## config.mk

```make
export PLATFORM = sky130hd
export DESIGN_NAME = piso_serializer_tx
export DESIGN_NICKNAME = d
export VERILOG_FILES = /design/src/rtl/serializer_pkg.sv /design/src/rtl/piso_serializer_tx_bit_tick_gen.sv /design/src/rtl/piso_serializer_tx.sv
export SDC_FILE = /design/constraint.sdc
export NUM_CORES = 1
export LEC_CHECK = 0
export ABC_AREA = 0
export CORE_ASPECT_RATIO = 1.1
export CORE_MARGIN = 2
export CORE_UTILIZATION = 58
export DETAILED_ROUTE_END_ITERATION = 12
export PLACE_DENSITY_LB_ADDON = 0.25
export REMOVE_ABC_BUFFERS = 1
export SLEW_MARGIN = 20
export SYNTH_ARGS = -nofsm -noshare
export SYNTH_HDL_FRONTEND = slang
export SYNTH_HIERARCHICAL = 1
export SYNTH_SLANG_ARGS = --single-unit
```

## constraint.sdc

```tcl
create_clock -name clk -period 5.8 [get_ports clk]
set_clock_uncertainty 0.1 [all_clocks]
set_input_delay 1.16 -clock clk [delete_from_list [all_inputs] [get_ports clk]]
set_output_delay 1.16 -clock clk [all_outputs]
set_load 0.005 [all_outputs]
```

## src/rtl/serializer_pkg.sv

```systemverilog
// ---------------------------------------------------------------------------
// serializer_pkg
// Shared definitions for the PISO serial transmitter:
//   state_t              - frame FSM state encoding (IDLE, START, DATA, STOP)
//   DEFAULT_DATA_W       - default payload width in bits
//   DEFAULT_CLKS_PER_BIT - default clock cycles per serial bit
//   CNT_W                - width of the bit-period cycle counter (covers 1..255)
//   frame_bits()         - number of bit slots in one frame (start + data + stop)
// ---------------------------------------------------------------------------
package serializer_pkg;

   typedef enum logic [1:0] {
      IDLE  = 2'd0,
      START = 2'd1,
      DATA  = 2'd2,
      STOP  = 2'd3
   } state_t;

   localparam int DEFAULT_DATA_W       = 8;
   localparam int DEFAULT_CLKS_PER_BIT = 4;
   localparam int CNT_W                = 8;

   function automatic int frame_bits(input int data_w);
      return data_w + 2;
   endfunction

endpackage

```

## src/rtl/piso_serializer_tx_bit_tick_gen.sv

```systemverilog
// ---------------------------------------------------------------------------
// bit_tick_gen
// Bit-period cycle counter. Counts 0..CLKS_PER_BIT-1 while enabled and emits a
// one-cycle tick in the last cycle of each bit period; the counter wraps to 0
// on that same edge so the next bit starts cleanly.
// Ports:
//   clk     - clock, rising edge
//   rst_n   - synchronous active-low reset
//   enable  - count while high; counter held at 0 while low
//   restart - force the counter back to 0 (frame start)
//   tick    - high in the final cycle of a bit period
// ---------------------------------------------------------------------------
module bit_tick_gen
   import serializer_pkg::*;
#(
   parameter int CLKS_PER_BIT = DEFAULT_CLKS_PER_BIT
) (
   input  logic clk,
   input  logic rst_n,
   input  logic enable,
   input  logic restart,
   output logic tick
);

   localparam logic [CNT_W-1:0] LAST_CNT = CNT_W'(CLKS_PER_BIT - 1);

   logic [CNT_W-1:0] cnt_r;

   // Tick is decoded from the counter so the FSM can act on the same edge
   // the counter wraps.
   assign tick = enable && (cnt_r == LAST_CNT);

   // Cycle counter: cleared on reset, restart or while disabled; wraps at bit end.
   always_ff @(posedge clk) begin
      if (!rst_n) begin
         cnt_r <= {CNT_W{1'b0}};
      end else if (restart || !enable) begin
         cnt_r <= {CNT_W{1'b0}};
      end else if (cnt_r == LAST_CNT) begin
         cnt_r <= {CNT_W{1'b0}};
      end else begin
         cnt_r <= cnt_r + CNT_W'(1);
      end
   end

endmodule

```

## src/rtl/piso_serializer_tx.sv

```systemverilog
// ---------------------------------------------------------------------------
// piso_serializer_tx
// Parallel-in serial-out transmitter. Accepts a DATA_W-bit word on a
// valid/ready handshake and sends it as: start bit (0), DATA_W data bits LSB
// first, stop bit (1), each bit held CLKS_PER_BIT cycles. The line idles high.
// Ports:
//   clk        - clock, rising edge
//   rst_n      - synchronous active-low reset
//   data_in    - word to transmit
//   load_valid - requester offers data_in
//   load_ready - word can be accepted this cycle (IDLE and not in reset)
//   tx_out     - registered serial line
//   tx_busy    - high while a frame is in progress
//   done       - one-cycle pulse in the first IDLE cycle after a frame
// ---------------------------------------------------------------------------
module piso_serializer_tx
   import serializer_pkg::*;
#(
   parameter int DATA_W       = DEFAULT_DATA_W,
   parameter int CLKS_PER_BIT = DEFAULT_CLKS_PER_BIT
) (
   input  logic              clk,
   input  logic              rst_n,
   input  logic [DATA_W-1:0] data_in,
   input  logic              load_valid,
   output logic              load_ready,
   output logic              tx_out,
   output logic              tx_busy,
   output logic              done
);

   localparam int                IDX_W    = $clog2(DATA_W);
   localparam logic [IDX_W-1:0]  LAST_IDX = IDX_W'(DATA_W - 1);

   state_t            state_r;
   logic [DATA_W-1:0] shift_r;
   logic [IDX_W-1:0]  bit_idx_r;
   logic              tx_out_r;
   logic              tx_busy_r;
   logic              done_r;
   logic              accept_s;
   logic              tick_s;
   logic              tick_en_s;

   // Ready includes rst_n directly so nothing is accepted on a reset edge.
   assign load_ready = (state_r == IDLE) && rst_n;
   assign accept_s   = load_valid && load_ready;
   assign tick_en_s  = (state_r != IDLE);

   assign tx_out  = tx_out_r;
   assign tx_busy = tx_busy_r;
   assign done    = done_r;

   bit_tick_gen #(
      .CLKS_PER_BIT (CLKS_PER_BIT)
   ) u_bit_tick_gen (
      .clk     (clk),
      .rst_n   (rst_n),
      .enable  (tick_en_s),
      .restart (accept_s),
      .tick    (tick_s)
   );

   // Frame FSM: drives the serial line from the shift register, one bit per tick.
   always_ff @(posedge clk) begin
      if (!rst_n) begin
         state_r   <= IDLE;
         shift_r   <= {DATA_W{1'b0}};
         bit_idx_r <= {IDX_W{1'b0}};
         tx_out_r  <= 1'b1;
         tx_busy_r <= 1'b0;
         done_r    <= 1'b0;
      end else begin
         done_r <= 1'b0;
         case (state_r)
            IDLE: begin
               if (accept_s) begin
                  shift_r   <= data_in;
                  bit_idx_r <= {IDX_W{1'b0}};
                  tx_out_r  <= 1'b0;
                  tx_busy_r <= 1'b1;
                  state_r   <= START;
               end else begin
                  tx_out_r  <= 1'b1;
                  tx_busy_r <= 1'b0;
               end
            end
            START: begin
               if (tick_s) begin
                  // LSB goes out first; shifting keeps the next bit at index 0.
                  tx_out_r  <= shift_r[0];
                  shift_r   <= {1'b0, shift_r[DATA_W-1:1]};
                  bit_idx_r <= {IDX_W{1'b0}};
                  state_r   <= DATA;
               end
            end
            DATA: begin
               if (tick_s) begin
                  if (bit_idx_r == LAST_IDX) begin
                     tx_out_r <= 1'b1;
                     state_r  <= STOP;
                  end else begin
                     tx_out_r  <= shift_r[0];
                     shift_r   <= {1'b0, shift_r[DATA_W-1:1]};
                     bit_idx_r <= bit_idx_r + IDX_W'(1);
                  end
               end
            end
            STOP: begin
               if (tick_s) begin
                  tx_busy_r <= 1'b0;
                  done_r    <= 1'b1;
                  state_r   <= IDLE;
               end
            end
            default: begin
               state_r   <= IDLE;
               tx_out_r  <= 1'b1;
               tx_busy_r <= 1'b0;
            end
         endcase
      end
   end

endmodule

```

==> results of run 1 <==
worst register-to-register path: cells and delay by family (launching register included):
| kind | cells | cell delay, ns |
|---|---|---|
| AOI/OAI and AO/OA | 2 | 0.80 |
| muxes | 1 | 0.20 |
| and+or+nand+nor | 2 | 0.60 |
| DFF | 1 | 0.42 |
| adders and majority gates | 1 | 0.25 |
worst min path at each step:
stage / from / to
3_3_place_gp: shift_r[7] / shift_r[7]
5_1_grt: shift_r[5] / shift_r[5]
3_5_place_dp: shift_r[2] / shift_r[2]
2_1_floorplan: shift_r[1] / shift_r[1]
4_1_cts: shift_r[2] / shift_r[2]
6_report: shift_r[5] / shift_r[5]
where the power goes:
part,switching [mW],internal [mW],leakage [nW]
Combinational,0.114,0.129,0.396
Sequential,0.0249,0.201,0.195
Clock,0.0529,0.0700,0.0279
state kept, by name, indices dropped and copies added, names as in the netlist:
signal                count
bit_idx_r                 3
u_bit_tick_gen/cnt_r      8
shift_r                   8
state_r                   2
tx_busy                   1
done                      1
tx_out                    1
per-stage QoR:
stage	power [mW]	instance area, um^2	std cells	worst slack (ns)
global route	0.632	1480	180	1.90
detailed placement	0.474	1430	176	1.98
global placement	0.462	1430	176	2.00
floorplan	0.410	1250	133	3.26
CTS	0.597	1480	180	1.98
finish	0.592	1480	180	1.99
cell usage in the layout, fill, tap and decap left out, types with 4 or more instances in the layout:
| cell type | Yosys | layout |
|---|---|---|
| mux2i_1 | 13 | 13 |
| or3_1 | 4 | 4 |
| mux2_2 | 7 | 7 |
| ha_1 | 10 | 10 |
| inv_1 | 7 | 7 |
| dfxtp_1 | 24 | 24 |
| nand2_1 | 24 | 24 |
| o21ai_0 | 6 | 6 |
| a21oi_1 | 4 | 4 |
| clkdlybuf4s50_1 | 0 | 14 |
| nand3_1 | 6 | 6 |
| nor2_1 | 5 | 5 |
layout make-up:
type | instances | area share [%]
Clock buffer | 3 | 1.52
Clock inverter | 1 | 2.03
Inverter | 7 | 1.77
Multi-Input combinational cell | 102 | 49.9
Sequential cell | 24 | 32.4
Tap cell | 28 | 2.36
Timing Repair Buffer | 15 | 9.97
metal layers:
| layer | vias up | global-route usage, % | part of all wire [%] |
|---|---|---|---|
| met3 | 5 | 3.67 | 3.7 |
| met5 | - | 0 | 0 |
| met4 | 0 | 12.9 | 2.3 |
| met1 | 462 | 23.1 | 46 |
| li1 | 507 | - | - |
| met2 | 24 | 35.4 | 48 |
logic make-up (layout without fill, tap and decap cells):
logic type	Yosys count	after routing
DFF	24	24
muxes	20	20
xor gates and xnor gates	3	3
buffers and inverters	12	26
AOI/OAI and AO/OA	20	20
and+or+nand+nor	49	49
adders and majority gates	10	10
==> reports/results.ini, run 1 <==
[outcome]
status = finished clean

[sta]
max_slew.worst_pin.slew_ns = 0.561
max_slew_margin_pct = 62.6
report.final.hold_viol_count = 0
period_minus_slack_ns = 3.81
final.hold.worst_slack_ns = 0.373
final-max-slew-violation-count = 0
max_freq_mhz = 263
rsz0062_at_grt = false
fin_tns_setup_ns = 0
min_period_over_period_pct = 65.6
final-setup-viol-count = 0

[cells_and_area]
fillers = 159
layout.core_utilization_pct = 72.5
multi_input_comb_area_um2 = 739
diodes = 0
area_overhead_of_the_layout_relative_to_synthesis_pct = 16.3
final_nets = 174
drive_gt1_share_pct = 11.2
final-seq-area_um2 = 480

[setup_path]
timing.critical_path.to = load_ready
worst-endpoint-arrival_ns = 2.55
critPathMaxStageDelay_ns = 0.49
cp-startpoint = rst_n
worst_path_dominant_cell_family = buffers and inverters
crit_chain = clkdlybuf4s50_1, buf_4, and2_1, clkdlybuf4s50_1
reg2reg_setup_slack_ns = 3.31
regToRegStartpoint = u_bit_tick_gen/cnt_r[0]
crit_path_top_delay_cell = clkdlybuf4s50_1
cp_max_fo = 33
cp_data_required_time_ns = 4.54
path_depth = 4
worstRegToRegCells = 6
reg2reg_to = bit_idx_r[0]
setup.worst_path.class = input port to output pin
worst_path_bufs_invs = 3
end_kind = output pin
crit_path_frequent_cell = clkdlybuf4s50_1
cp-start-kind = input port

[clock_network]
ctsLongestPathBuffers = 2
cts_tree = built
clock_latency_ns = 0.33
setup_repair_bufs_after_cts = 0
cts-buffers-inserted = 3
clockRootBuffer = clkbuf_4
cts_resized = 0
cts.sinks = 24
htreeDepth = 1
hold_buffers = 0
clk_pin_slew_worst_paths_ns = 0.13

[route]
detail_route.first_pass.iterations = 4
wl_per_cell_um = 12.1
via_density_per_instance = 5.54
dr.first_iter.drc_count = 16
detailroute.via_count = 998
drcViolationCount = 0
drt.antenna.violating_nets = 0
postRouteWirelength_um = 2180

[yosys]
synth_enable_flop_cells = 0
share_of_the_synthesized_area_in_compound_gates_ao_oa_aoi_oai_pct = 11.1
postSynth.asyncResetShare_pct = 0
yosys_register_bits = 24
synth.top_cell.area_share_pct = 37.7
netlist_instances = 138
ys_seq_area_share_pct = 37.7
yosys.area_share.simple_pct = 18.7
synthAdderAreaFrac_pct = 9.82
netlist-cell-type-count = 31
synth-warning-count = 6
synthDominantAreaCellType = dfxtp_1
synth.area.top_cells = dfxtp_1 (38%), mux2i_1 (10%), ha_1 (9.8%)
post_synth_instance_area_um2 = 1270
dominant_combinational_cell_family_by_area_after_synthesis = simple AND/OR/NAND/NOR gates
synth_mux_area_share_pct = 16.4
synthXorXnorAreaFrac_pct = 2.06
top_ff_cell_synth = dfxtp_1
ys_top_cells_by_count = dfxtp_1 (24), nand2_1 (24), mux2i_1 (13)
synth.avg_cell_area_um2 = 9.23

[grt]
grt_pass1_vias = 955
wire_length_of_the_first_global_routing_pass_um = 3960
grtUsageTotal_pct = 20.2
pin_count_of_the_biggest_net_entering_global_routing = 34
antenna_found_initial = 0
global_route.overflow_total = 0

[floorplanning]
placement_rows = 17
fp.coreArea_um2 = 2040
fp.dieH_um = 53.2
die_width_um = 48.7
initial_utilization_pct = 62.4
die_area_um2 = 2590
ios = 15

[power_and_ir_drop]
static-leakage-power_nw = 0.619
irDropWorstVdd_mv = 0.271
p_per_area_nw_per_um2 = 400

[placed_design]
port-buffer-count = 14
post_dp_hpwl_um = 1590
place_congestion = 0.747

[run]
timing.max_cap.violations = 0

[worst_hold_path]
hp-class = flip-flop to flip-flop
worstHoldPathCells = 2

Power figures use the tool's default switching activity.
==> run 2: changes to the inputs <==
Settings changed: CORE_UTILIZATION 58 to 54.
Clock period 5.8 ns to 3.75 ns, I/O delays scaled along.
==> reports/results.ini, run 2 (same netlist as run 1, synthesis figures left out) <==
[route]
drcViolationCount = 0  ; unchanged
postRouteWirelength_um = 2320  ; +6.5%
wl_per_cell_um = 12.8  ; +5.3%
detailroute.via_count = 1009  ; +1.1%
detail_route.first_pass.iterations = 4  ; unchanged
drt.antenna.violating_nets = 0  ; unchanged
dr.first_iter.drc_count = 12  ; -4
via_density_per_instance = 5.54  ; about the same

[sta]
max_slew_margin_pct = 63.4  ; +0.80 points
final-setup-viol-count = 0  ; unchanged
rsz0062_at_grt = false
report.final.hold_viol_count = 0  ; unchanged
final.hold.worst_slack_ns = 0.370  ; -0.00306 ns
max_slew.worst_pin.slew_ns = 0.549  ; -0.0120 ns
fin_tns_setup_ns = 0  ; unchanged
period_minus_slack_ns = 2.76
max_freq_mhz = 363
min_period_over_period_pct = 73.5
final-max-slew-violation-count = 0  ; unchanged

[cells_and_area]
largestRegisters = shift_r: 8 flops, u_bit_tick_gen/cnt_r: 8 flops, bit_idx_r: 3 flops
layout.core_utilization_pct = 65.9  ; -6.7 points
drive_gt1_share_pct = 11.2  ; unchanged
area_overhead_of_the_layout_relative_to_synthesis_pct = 16.5
diodes = 0  ; unchanged
final_cell_mix = nand2_1 (24), dfxtp_1 (24), clkdlybuf4s50_1 (14), mux2i_1 (13), ha_1 (10)
final_nets = 174  ; unchanged

[power_and_ir_drop]
static-leakage-power_nw = 0.619  ; unchanged
p_total_mw = 0.923  ; +56%
irDropWorstVdd_mv = 0.348  ; +28%
p_per_area_nw_per_um2 = 622  ; +56%

[clock_network]
cts_resized = 0  ; unchanged
clock_latency_ns = 0.32  ; about the same
cts_tree = built
htreeDepth = 1  ; unchanged
clockRootBuffer = clkbuf_4
cts.sinks = 24  ; unchanged
cts-buffers-inserted = 3  ; unchanged
hold_buffers = 0  ; unchanged
setup_repair_bufs_after_cts = 0  ; unchanged
clk_pin_slew_worst_paths_ns = 0.14  ; about the same
ctsLongestPathBuffers = 2  ; unchanged

[floorplanning]
fp.dieH_um = 54.9  ; +3.4%
fp.coreArea_um2 = 2250  ; +10%
initial_utilization_pct = 56.6  ; -5.8 points
die_area_um2 = 2760  ; +6.8%
ios = 15  ; unchanged
placement_rows = 18  ; +1
die_width_um = 50.3  ; +3.3%

[grt]
pin_count_of_the_biggest_net_entering_global_routing = 33  ; -2.9%
antenna_found_initial = 0  ; unchanged
grt_pass1_vias = 978  ; +2.4%
global_route.overflow_total = 0  ; unchanged
grtUsageTotal_pct = 19.7  ; -0.55 points
wire_length_of_the_first_global_routing_pass_um = 4110  ; +3.8%

[setup_path]
cp_max_fo = 2  ; -94%
cp-start-kind = input port
end_kind = output pin
cp_data_required_time_ns = 2.90  ; -1.64 ns
setup.worst_path.class = input port to output pin
worst-endpoint-arrival_ns = 1.91  ; -0.64 ns

[run]
timing.max_cap.violations = 0  ; unchanged

[placed_design]
place_congestion = 0.708  ; -5.2%
port-buffer-count = 14  ; unchanged
post_dp_hpwl_um = 1680  ; +5.9%

[worst_hold_path]
hp-class = flip-flop to flip-flop

[outcome]
status = finished clean

## run 2: stage by stage
stage          setup slack (ns)  instance area [um^2]  std cells
6_report                  0.995                  1480        182
5_1_grt                   0.978                  1480        182
4_1_cts                   0.984                  1480        182
3_5_place_dp              0.984                  1430        178
3_3_place_gp              0.984                  1430        178
2_1_floorplan              1.53                  1250        133
## run 2: worst paths after layout
check	start	end	slack (ns)	cells past startpoint
worst max-delay path	rst_n	load_ready	0.99	3
worst min-delay path	shift_r[3]	shift_r[3]	0.37	2
worst max register to register	u_bit_tick_gen/cnt_r[0]	shift_r[4]	1.24	6
worst min register to register	shift_r[3]	shift_r[3]	0.37	2
## run 2: critical path, stage by stage
cell,delay [ns]
clkdlybuf4s50_1,0.51
and2_1,0.15
clkdlybuf4s50_1,0.50
## run 2: routing by layer
metal  vias up  GRT usage (%)  wire length [um]
met5         -              0                 0
met4         0           10.4                43
met3         6           3.23                58
met2        14           36.0              1190
met1       482           22.5              1030
li1        507              -                 -
## run 2: cell type report
| type | instances | area, um^2 |
|---|---|---|
| fillers | 194 | 768 |
| multi-input cells | 102 | 739 |
| flip-flops and latches | 24 | 480 |
| repair buffers | 15 | 148 |
| well taps | 30 | 37.5 |
| clock inverters | 1 | 30.0 |
| inverters | 7 | 26.3 |
| clock buffers | 3 | 22.5 |
## run 2: power breakdown
part | switching [mW] | internal, mW | leakage, nW
logic | 0.182 | 0.199 | 0.396
clock network | 0.0844 | 0.108 | 0.0279
registers | 0.0384 | 0.312 | 0.195
